===== config.mk =====
export PLATFORM = sky130hd
export DESIGN_NAME = pwm_capture
export DESIGN_NICKNAME = d
export VERILOG_FILES = /design/src/rtl/pwm_capture.sv
export SDC_FILE = /design/constraint.sdc
export NUM_CORES = 1
export LEC_CHECK = 0
export CAP_MARGIN = 20
export CORE_UTILIZATION = 54
export DETAILED_ROUTE_END_ITERATION = 10
export GPL_TIMING_DRIVEN = 0
export PLACE_DENSITY = 0.88
export SETUP_SLACK_MARGIN = 0.05
export SKIP_LAST_GASP = 1
export SLEW_MARGIN = 20
export SYNTH_ARGS = -nofsm -noshare
export SYNTH_HDL_FRONTEND = slang
export SYNTH_SLANG_ARGS = --single-unit

===== constraint.sdc =====
create_clock -name clk_i -period 3.2 [get_ports clk_i]
set_input_delay 0.64 -clock clk_i [delete_from_list [all_inputs] [get_ports clk_i]]
set_output_delay 0.64 -clock clk_i [all_outputs]
set_load 0.02 [all_outputs]

===== src/rtl/pwm_capture.sv =====
// PWM capture peripheral: synchronizes in_i, measures high time and period between
// rising edges, and exposes the latched results on the valid/ready peripheral bus.
module pwm_capture #(
  parameter int WIDTH       = 32,
  parameter int SYNC_STAGES = 2
) (
  input  logic        clk_i,
  input  logic        reset_i,
  input  logic        valid_i,
  output logic        ready_o,
  input  logic [3:0]  wstrb_i,
  input  logic [31:0] addr_i,
  input  logic [31:0] wdata_i,
  output logic [31:0] rdata_o,
  input  logic        in_i
);
  localparam logic [WIDTH-1:0] CNT_MAX = {WIDTH{1'b1}};
  localparam logic [WIDTH-1:0] CNT_ONE = WIDTH'(1);

  function automatic logic [WIDTH-1:0] sat_inc(input logic [WIDTH-1:0] v);
    sat_inc = (v == CNT_MAX) ? CNT_MAX : v + CNT_ONE;
  endfunction

  logic [SYNC_STAGES-1:0] sync_q, sync_d;
  logic                   prev_q, prev_d;
  logic                   enable_q, enable_d;
  logic                   armed_q, armed_d;
  logic                   new_q, new_d;
  logic                   ovf_q, ovf_d;
  logic [WIDTH-1:0]       high_q, high_d;
  logic [WIDTH-1:0]       period_q, period_d;
  logic [WIDTH-1:0]       high_cnt_q, high_cnt_d;
  logic [WIDTH-1:0]       period_cnt_q, period_cnt_d;
  logic                   ready_q, ready_d;
  logic [31:0]            rdata_q, rdata_d;
  logic                   s_s, rise_s, accept_s, wr_s;
  logic                   unused_s;

  assign s_s      = sync_q[SYNC_STAGES-1];
  assign rise_s   = s_s & ~prev_q;
  assign ready_o  = ready_q;
  assign rdata_o  = rdata_q;
  assign unused_s = ^{addr_i[31:4], addr_i[1:0], wdata_i[31:2]};

  // Next-state: synchronizer, bus decode, register writes and measurement
  always_comb begin
    sync_d       = {sync_q[SYNC_STAGES-2:0], in_i};
    prev_d       = s_s;
    accept_s     = valid_i & ~ready_q;
    wr_s         = accept_s & (wstrb_i != 4'h0);
    ready_d      = accept_s;
    rdata_d      = rdata_q;
    enable_d     = enable_q;
    armed_d      = armed_q;
    new_d        = new_q;
    ovf_d        = ovf_q;
    high_d       = high_q;
    period_d     = period_q;
    high_cnt_d   = high_cnt_q;
    period_cnt_d = period_cnt_q;

    if (accept_s) begin
      case (addr_i[3:2])
        2'd0:    rdata_d = {31'd0, enable_q};
        2'd1:    rdata_d = {30'd0, ovf_q, new_q};
        2'd2:    rdata_d = 32'(high_q);
        2'd3:    rdata_d = 32'(period_q);
        default: rdata_d = 32'd0;
      endcase
    end else begin
      rdata_d = rdata_q;
    end

    if (wr_s && wstrb_i[0]) begin
      case (addr_i[3:2])
        2'd0: enable_d = wdata_i[0];
        2'd1: begin
          new_d = new_q & ~wdata_i[0];
          ovf_d = ovf_q & ~wdata_i[1];
        end
        default: begin
          enable_d = enable_q;
        end
      endcase
    end else begin
      enable_d = enable_q;
    end

    // Status sets come after the W1C so a capture in the same cycle wins
    if (!enable_q) begin
      high_cnt_d   = '0;
      period_cnt_d = '0;
      armed_d      = 1'b0;
    end else if (rise_s) begin
      if (armed_q) begin
        period_d = sat_inc(period_cnt_q);
        high_d   = high_cnt_q;
        new_d    = 1'b1;
      end else begin
        period_d = period_q;
      end
      period_cnt_d = '0;
      high_cnt_d   = CNT_ONE;
      armed_d      = 1'b1;
    end else if (period_cnt_q == CNT_MAX) begin
      period_cnt_d = period_cnt_q;
    end else begin
      period_cnt_d = period_cnt_q + CNT_ONE;
      if (s_s) begin
        high_cnt_d = sat_inc(high_cnt_q);
      end else begin
        high_cnt_d = high_cnt_q;
      end
      if (period_cnt_q + CNT_ONE == CNT_MAX) begin
        ovf_d   = 1'b1;
        armed_d = 1'b0;
      end else begin
        armed_d = armed_q;
      end
    end
  end

  // State registers with synchronous reset
  always_ff @(posedge clk_i) begin
    if (reset_i) begin
      sync_q       <= '0;
      prev_q       <= 1'b0;
      enable_q     <= 1'b0;
      armed_q      <= 1'b0;
      new_q        <= 1'b0;
      ovf_q        <= 1'b0;
      high_q       <= '0;
      period_q     <= '0;
      high_cnt_q   <= '0;
      period_cnt_q <= '0;
      ready_q      <= 1'b0;
      rdata_q      <= 32'd0;
    end else begin
      sync_q       <= sync_d;
      prev_q       <= prev_d;
      enable_q     <= enable_d;
      armed_q      <= armed_d;
      new_q        <= new_d;
      ovf_q        <= ovf_d;
      high_q       <= high_d;
      period_q     <= period_d;
      high_cnt_q   <= high_cnt_d;
      period_cnt_q <= period_cnt_d;
      ready_q      <= ready_d;
      rdata_q      <= rdata_d;
    end
  end
endmodule


# Word-level counts from Yosys, hierarchy flattened

Index checks and enable logic that the tools add are counted.

Output and inout port bits: 33
Word-level logic and storage cells: 65
Bits of input ports: 72
Register bits: 168

Equality and inequality tests: 7
$add $sub $neg: 2
Bitwise logic cells: 11
Muxes and demuxes: 20
Reductions and logical operators: 12

Operator list:

| kind                    | number |
|---|---|
| $pmux W32 S4            | 1 |
| $eq A32 B32 Y1 const B  | 3 |
| $add A32 B1 Y32 const B | 2 |
| $mux W32                | 2 |
| $mux W1                 | 17 |
| $reduce_and A2 Y1       | 4 |
| $not A1 Y1              | 6 |
| $and A1 B1 Y1           | 5 |
| $eq A2 B2 Y1 const B    | 2 |
| $reduce_bool A2 Y1      | 2 |
| $reduce_bool A4 Y1      | 1 |
| $reduce_and A3 Y1       | 1 |
| $reduce_or A3 Y1        | 1 |
| $eq A2 B1 Y1 const B    | 1 |
| $logic_not A2 Y1        | 1 |
| $ne A2 B2 Y1 const B    | 1 |
| $reduce_or A2 Y1        | 1 |
| $logic_and A1 B1 Y1     | 1 |

# Longest topological paths before layout

Gate-level depths: netlist (run 1).

Depth in word-level cells: 9
Gate-level depth with buffers: 9
Mapped depth without buffers: 8

# Least setup slack after synthesis (run 1)

OpenSTA, ideal clock, no wires.

Path type: register to register
From: register period_cnt_q[1]
To: register ovf_q
Clock period less this slack: 2.537 ns
Cell stages (with the launch flop): 9
Path buffers: 0
Setup slack: 0.663 ns
Library setup time: 0.069 ns
Arrival: 2.468 ns
Data required time: 3.131 ns
Cells stage by stage: dfxtp_1 > ha_1 > nand3_2 > or3_4 > nor3_1 > o21ai_0 > a2111o_1 > or4_1 > o21ai_1

Longest elaborated chain between the ends: 6
Elaborated cells between the ends (all ways): 7
Classes of those cells: 1 x add/sub; 2 x eq/ne; 4 x mux

Ends and longest elaborated chain:

| element                  | RTL line | source |
|---|---|---|
| start: declaration       | 33       | `logic [WIDTH-1:0] period_cnt_q, period_cnt_d;` |
| start signal: assignment | 148      | `period_cnt_q <= period_cnt_d;` |
| $add A32 B1 Y32          | 114      | `if (period_cnt_q + CNT_ONE == CNT_MAX) begin` |
| $eq A32 B32 Y1           | 114      |  |
| $mux W1                  | 114      |  |
| $mux W1 *                | 105      | `end else if (period_cnt_q == CNT_MAX) begin` |
| $mux W1 *                | 94       | `end else if (rise_s) begin` |
| $mux W1 *                | 90       | `if (!enable_q) begin` |
| end signal: assignment   | 144      | `ovf_q <= ovf_d;` |
| end: declaration         | 29       | `logic ovf_q, ovf_d;` |

Mark *: on every way between the ends. The rest lies on a longest branch, timed or not.
A chain may end at the register's enable or synchronous reset.

# Worst setup path after layout (run 1)

From: register period_cnt_q[1]
To: register high_cnt_q[9]

Longest elaborated chain between the ends: 3

Ends and longest elaborated chain:

| element                            | RTL line | source |
|---|---|---|
| $eq A32 B32 Y1                     | 105      |  |
| $not A1 Y1 (no source line)        | n/a      |  |
| $reduce_and A2 Y1 (no source line) | n/a      |  |
| end signal: assignment             | 147      | `high_cnt_q <= high_cnt_d;` |
| end: declaration                   | 32       | `logic [WIDTH-1:0] high_cnt_q, high_cnt_d;` |

No other way between the ends.

==> results.yml, run 1 <==
status:
  outcome: "complete, no violations"
logic_synthesis:
  synthMuxAreaShare: 0.0609
  ys_seq_elements: 168
  syn_area_um2: 7260
  synthTopCellsByCount: "dfxtp_1, nor2_1, nand2_1"
  ys.flop_type: "dfxtp_1"
  synthArstFlopShare: 0
  syn_nets: 932
  yosysTopAreaCellShare: 0.464
  synth_cell_type_count: 53
  netlist_top_cells_area: "dfxtp_1, nor2_1, nand2_1"
  synthCells: 857
  yosysMostFrequentCell: "dfxtp_1"
  synth-edff-count: 0
  synth_top_family_by_area: "simple AND/OR/NAND/NOR gates"
  yosysSeqAreaShare: 0.464
  synth_compound_area_frac: 0.136
  synthSimpleGateAreaFrac: 0.244
  yosysTopAreaCell: "dfxtp_1"
  synth_fa_ha_area_frac: 0.00517
  syn_area_per_cell_um2: 8.47
  synth_xor_area_frac: 0.0531
  yosys_warnings: 0
final_layout:
  final_area_um2: 8500
  multi_input_area_um2: 3640
  drive_gt1_frac: 0.0902
  seqCellArea_um2: 3360
  fin_cells: 1103
  area_growth_syn_to_layout_pct: 17.2
  fin_nets: 993
  n_antenna_cell: 0
  fillCellCount: 971
placed_design:
  place_area_um2: 7870
  dp.cells: 1069
  dp_hpwl_mm: 14.4
  gp_congestion: 0.940
  port_buffers: 40
  dp_slack_ps: -99.7
sta:
  setup_viol: 0
  timing.fmax_mhz: 339
  layout_min_cycle_time_ps: 2950
  setup_ws_ps: 249
  clock_skew_ps: 12.0
  rsz0062_at_grt: "no"
  relSlewSlack: 0.557
  maxSlewViolCount: 0
  finalCritPeriodShare: 0.922
  worstMarginPinSlew_ps: 664
  hold_viol: 0
critical_path:
  cp_data_required_time_ps: 3490
  r2r_start: "period_cnt_q[1]$_SDFFE_PP0N_"
  critical_path_arrival_ps: 3240
  startpoint: "period_cnt_q[1]$_SDFFE_PP0N_"
  worst_setup_path_start_kind: "flip-flop"
  crit_path_end_kind: "flip-flop"
  path_class: "reg2reg"
  crit_fanout: 10
clock_tree:
  insertion_delay_ps: 440
  root_buffer: "clkbuf_16"
  hold_buffers: 0
  clock_path_buffers: 2
  numCtsBuffers: 17
  clock-sinks: 168
  cts_tree: "done"
  cts.clk_slew.worst_paths_ps: 70
  htreeDepth: 4
global_routing:
  grt_pass1_vias: 6140
  grt_use_total: 0.293
  use_met3: 0.0712
  antenna_found_initial: 0
  grt_use_met2: 0.465
  grt_pass1_wl_mm: 31.7
  grt_max_degree: 17
  use_met1: 0.375
  gr-total-overflow: 0
  grt_most_used_layer: "met2"
route:
  vias: 6667
  drt-initial-drc-count: 683
  drc: 0
  ant_nets: 0
  finalWirelength_mm: 20.2
  first_pass_iters: 6
  via_per_inst: 6.04
  wl_per_cell_um: 18.3
flow_run:
  drv_cap: 0
pwr:
  p_leak_nw: 2.73
  power_mw: 4.23
  max-vdd-ir-drop_v: 0.000439
  p_per_area_nw_per_um2: 498
floorplan:
  core_region_area_um2: 12900
  rows: 41
  die_y_um: 118
  die_w_um: 118
  die_area_um2: 13900
  io_pins: 105
  start_util: 0.564
hold_path:
  hp-class: "reg2reg"
  hold_start: "sync_q[0]$_SDFF_PP0_"
==> cells in the final DEF (no fill, tap or decap), types with 5 or more instances in the layout <==
master and instances:
mux2_2 31, a21oi_1 70, clkbuf_1 48, a211oi_1 25, mux2i_1 7, xnor2_1 25, o21ai_0 7, clkbuf_2 5
and4_1 8, nand3_1 33, clkbuf_16 17, xor2_1 19, a311oi_1 8, nor2b_1 6, buf_1 5, a22oi_1 30
nor3_1 24, dfxtp_1 168, inv_1 12, nor2_1 141, nand2_1 99, and3_1 11, nand4_1 21, nor4_1 7
clkdlybuf4s50_1 40
==> metrics by stage <==
step | hold slack [ps] | setup TNS, ps | utilization
4_1_cts | 448 | 0 | 0.657
2_1_floorplan | 414 | 0 | -
3_5_place_dp | 439 | -669 | 0.611
5_1_grt | 470 | 0 | 0.660
3_3_place_gp | 417 | -101 | 0.611
6_report | 441 | 0 | 0.660
==> area by class of cell <==
class	instances	area share
plain buffers	57	0.0272
flip-flops and latches	168	0.396
clock inverters	10	0.0138
clock buffers	22	0.0546
repair buffers	42	0.0503
inverters	12	0.00530
well taps	172	0.0253
multi-input cells	620	0.428
==> flip-flops by register name (all words and copies together) (netlist names), 2 cells and up <==
register      cells
rdata_o          32
high_q           32
sync_q            2
high_cnt_q       32
period_q         32
period_cnt_q     32
==> repair_timing <==
item,CTS,global route
gates resized for setup,2,10
pin swaps,0,2
setup endpoints to repair,34,31
setup buffers,0,2
==> final timing paths <==
path | endpoint | slack (ps) | depth (start not counted)
setup / recovery | high_cnt_q[9]$_SDFFE_PP0P_ | 250 | 8
hold / removal | sync_q[1]$_SDFF_PP0_ | 440 | 1
setup reg to reg | high_cnt_q[9]$_SDFFE_PP0P_ | 250 | 8
hold reg to reg | sync_q[1]$_SDFF_PP0_ | 440 | 1
==> where the power goes <==
| group | switching (mW) | total (mW) | internal [mW] | leakage (nW) |
|---|---|---|---|---|
| Clock | 0.849 | 2.04 | 1.19 | 0.285 |
| Combinational | 0.0661 | 0.0936 | 0.0274 | 1.10 |
| Sequential | 0.00192 | 2.10 | 2.09 | 1.35 |
| Total | 0.917 | 4.23 | 3.31 | 2.73 |
==> metal layers <==
layer / vias to the layer above / share of wire
met5: - / 0
met1: 3146 / 0.42
li1: 3133 / -
met2: 324 / 0.46
met3: 64 / 0.080
met4: 0 / 0.040
==> worst max-delay path: stages (launching register included) <==
cell and delay (ps):
dfxtp_1 500, ha_2 300, nand3_2 150, or4_1 680
o31a_1 320, clkbuf_1 210, nand4_1 250, clkbuf_2 280
a21oi_1 100
==> kinds of logic after synthesis <==
group / count (synthesis)
simple gates: 379
flops: 168
compound gates: 155
buf+inv: 69
xor+xnor: 44
mux: 39
fa+ha+maj: 3
(Power assumes the default switching activity.)
==> run 2: changes to the inputs <==
--- a/config.mk
+++ b/config.mk
@@ -6,6 +6,7 @@
 export NUM_CORES = 1
 export LEC_CHECK = 0
 export CAP_MARGIN = 20
+export CORE_MARGIN = 2
 export CORE_UTILIZATION = 54
 export DETAILED_ROUTE_END_ITERATION = 10
 export GPL_TIMING_DRIVEN = 0
==> run 2 against run 1 <==
Core utilization is 1.2 points lower. Fmax down 2.5%. Global-route usage is 0.22 points higher. Critical path type unchanged. Highest routed layer unchanged.
==> results.yml, run 2 (synthesis gave the netlist of run 1 again) <==
global_routing:
  grt_use_total: 0.296
  gr-total-overflow: 0
  grt_pass1_vias: 6200
  antenna_found_initial: 0
  grt_pass1_wl_mm: 32.9
  grt_max_degree: 17
route:
  wl_per_cell_um: 18.8
  via_per_inst: 6.12
  drt-initial-drc-count: 915
  vias: 6774
  drc: 0
  finalWirelength_mm: 20.8
  first_pass_iters: 5
  ant_nets: 0
critical_path:
  crit_path_end_kind: "flip-flop"
  crit_path_max_incr_delay_ps: 570
  path_class: "reg2reg"
  worst_setup_path_start_kind: "flip-flop"
  slowest_stage: "or4_1"
  crit_fanout: 9
  r2r_start: "period_cnt_q[1]$_SDFFE_PP0N_"
  startpoint: "period_cnt_q[1]$_SDFFE_PP0N_"
  cp_data_required_time_ps: 3560
  critical_path_arrival_ps: 3390
  crit_chain: "ha_1 -> nand3_2 -> or3_4 -> nor3_1 -> o21ai_0 -> a2111o_1 -> or4_1 -> o21ai_1"
clock_tree:
  htreeDepth: 4
  clock_path_buffers: 2
  root_buffer: "clkbuf_16"
  clock-sinks: 168
  numCtsBuffers: 17
  insertion_delay_ps: 430
  cts.clk_slew.worst_paths_ps: 60
  cts_tree: "done"
final_layout:
  fin_nets: 993
  multi_input_area_um2: 3640
  fillCellCount: 993
  seqCellArea_um2: 3360
  n_antenna_cell: 0
  final_common_cell: "dfxtp_1"
  most-common-layout-cells: "dfxtp_1, nor2_1, nand2_1, a21oi_1, clkbuf_1"
  area_growth_syn_to_layout_pct: 18.0
  drive_gt1_frac: 0.0892
hold_path:
  hold_start: "sync_q[0]$_SDFF_PP0_"
  hp-class: "reg2reg"
floorplan:
  io_pins: 105
  die_y_um: 120
  die_w_um: 120
  rows: 42
  start_util: 0.550
  die_area_um2: 14400
  core_region_area_um2: 13200
sta:
  clock_skew_ps: 8.87
  rsz0062_at_grt: "no"
  finalCritPeriodShare: 0.946
  relSlewSlack: 0.555
  hold_viol: 0
  maxSlewViolCount: 0
  timing.fmax_mhz: 330
  layout_min_cycle_time_ps: 3030
  setup_viol: 0
  worstMarginPinSlew_ps: 667
  finalSetupTns_ps: 0
pwr:
  cell_internal_pwr_mw: 3.51
  seqPwrFrac: 0.474
  p_per_area_nw_per_um2: 517
  max-vdd-ir-drop_v: 0.000403
  power_switching_mw: 0.908
  swShare: 0.205
  power_mw: 4.42
  p_leak_nw: 2.75
  pwr-share-comb: 0.022
  p_clk_frac: 0.504
placed_design:
  dp_hpwl_mm: 14.5
  port_buffers: 40
  gp_congestion: 0.953
flow_run:
  drv_cap: 0
status:
  outcome: "complete, no violations"
[run 2: cell types whose count changed in the layout (fill, tap and decap cells not counted)]
cell | previous run | this run
bufinv_16 | 2 | 4
clkbuf_2 | 5 | 3
clkbuf_8 | 2 | 4
clkinv_2 | 3 | 1
clkinvlp_4 | 1 | 3
buf_12 | 1 | 0
buf_4 | 2 | 3
clkinv_4 | 2 | 1
ha_1 | 2 | 3
ha_2 | 1 | 0
inv_6 | 2 | 1
[run 2: layout make-up]
type	instances	area share
sequential	168	0.393
inverter	12	0.00526
timing repair buffer	42	0.0485
clock buffer	22	0.0566
clock inverter	10	0.0193
tap	176	0.0257
multi-input combinational	620	0.425
buffer	57	0.0268
[run 2: power groups by stage]
stage	clock (mW)	sequential, mW	combinational, mW
global route	2.34	2.09	0.101
floorplan	0	2.14	0.0556
finish	2.23	2.10	0.0958
CTS	2.24	2.10	0.0929
detailed placement	0	2.14	0.0911
global placement	0	2.14	0.0904
[run 2: critical path, delay by kind of cell, from the launching register on]
family,cells,cell delay [ps]
fa+ha+maj,1,310
compound gates,3,720
flops,1,500
simple gates,4,1430
[run 2: worst paths after layout]
check	end	slack, ps	cells after the start
worst max-delay path	ovf_q$_SDFF_PP0_	170	8
worst min-delay path	sync_q[1]$_SDFF_PP0_	440	1
worst max register to register	ovf_q$_SDFF_PP0_	170	8
worst min register to register	sync_q[1]$_SDFF_PP0_	440	1
[run 2: repair_timing]
item,in CTS,in global routing
gates resized for setup,1,6
hold buffers,0,0
pin swaps,0,2
hold endpoints to repair,0,0
setup endpoints to repair,20,39
buffers inserted,0,2
[run 2: through the flow]
stage | setup slack [ps] | hold slack (ps) | instance area, um2 | utilization | instances
floorplan | 663 | 414 | 7260 | - | 857
global placement | -19.4 | 429 | 7880 | 0.597 | 1073
detailed placement | -62.1 | 423 | 7880 | 0.597 | 1073
CTS | 49.2 | 437 | 8530 | 0.647 | 1105
global route | 64.5 | 467 | 8560 | 0.649 | 1107
finish | 174 | 435 | 8560 | 0.649 | 1107
[run 2: layer usage]
metal / wire (um) / share of wire / GRT usage / up-vias
met3: 2040 / 0.098 / 0.0732 / 66
met1: 8340 / 0.40 / 0.389 / 3152
li1: - / - / - / 3123
met5: 0 / 0 / 0 / -
met2: 9530 / 0.46 / 0.458 / 433
met4: 932 / 0.045 / 0.134 / 0
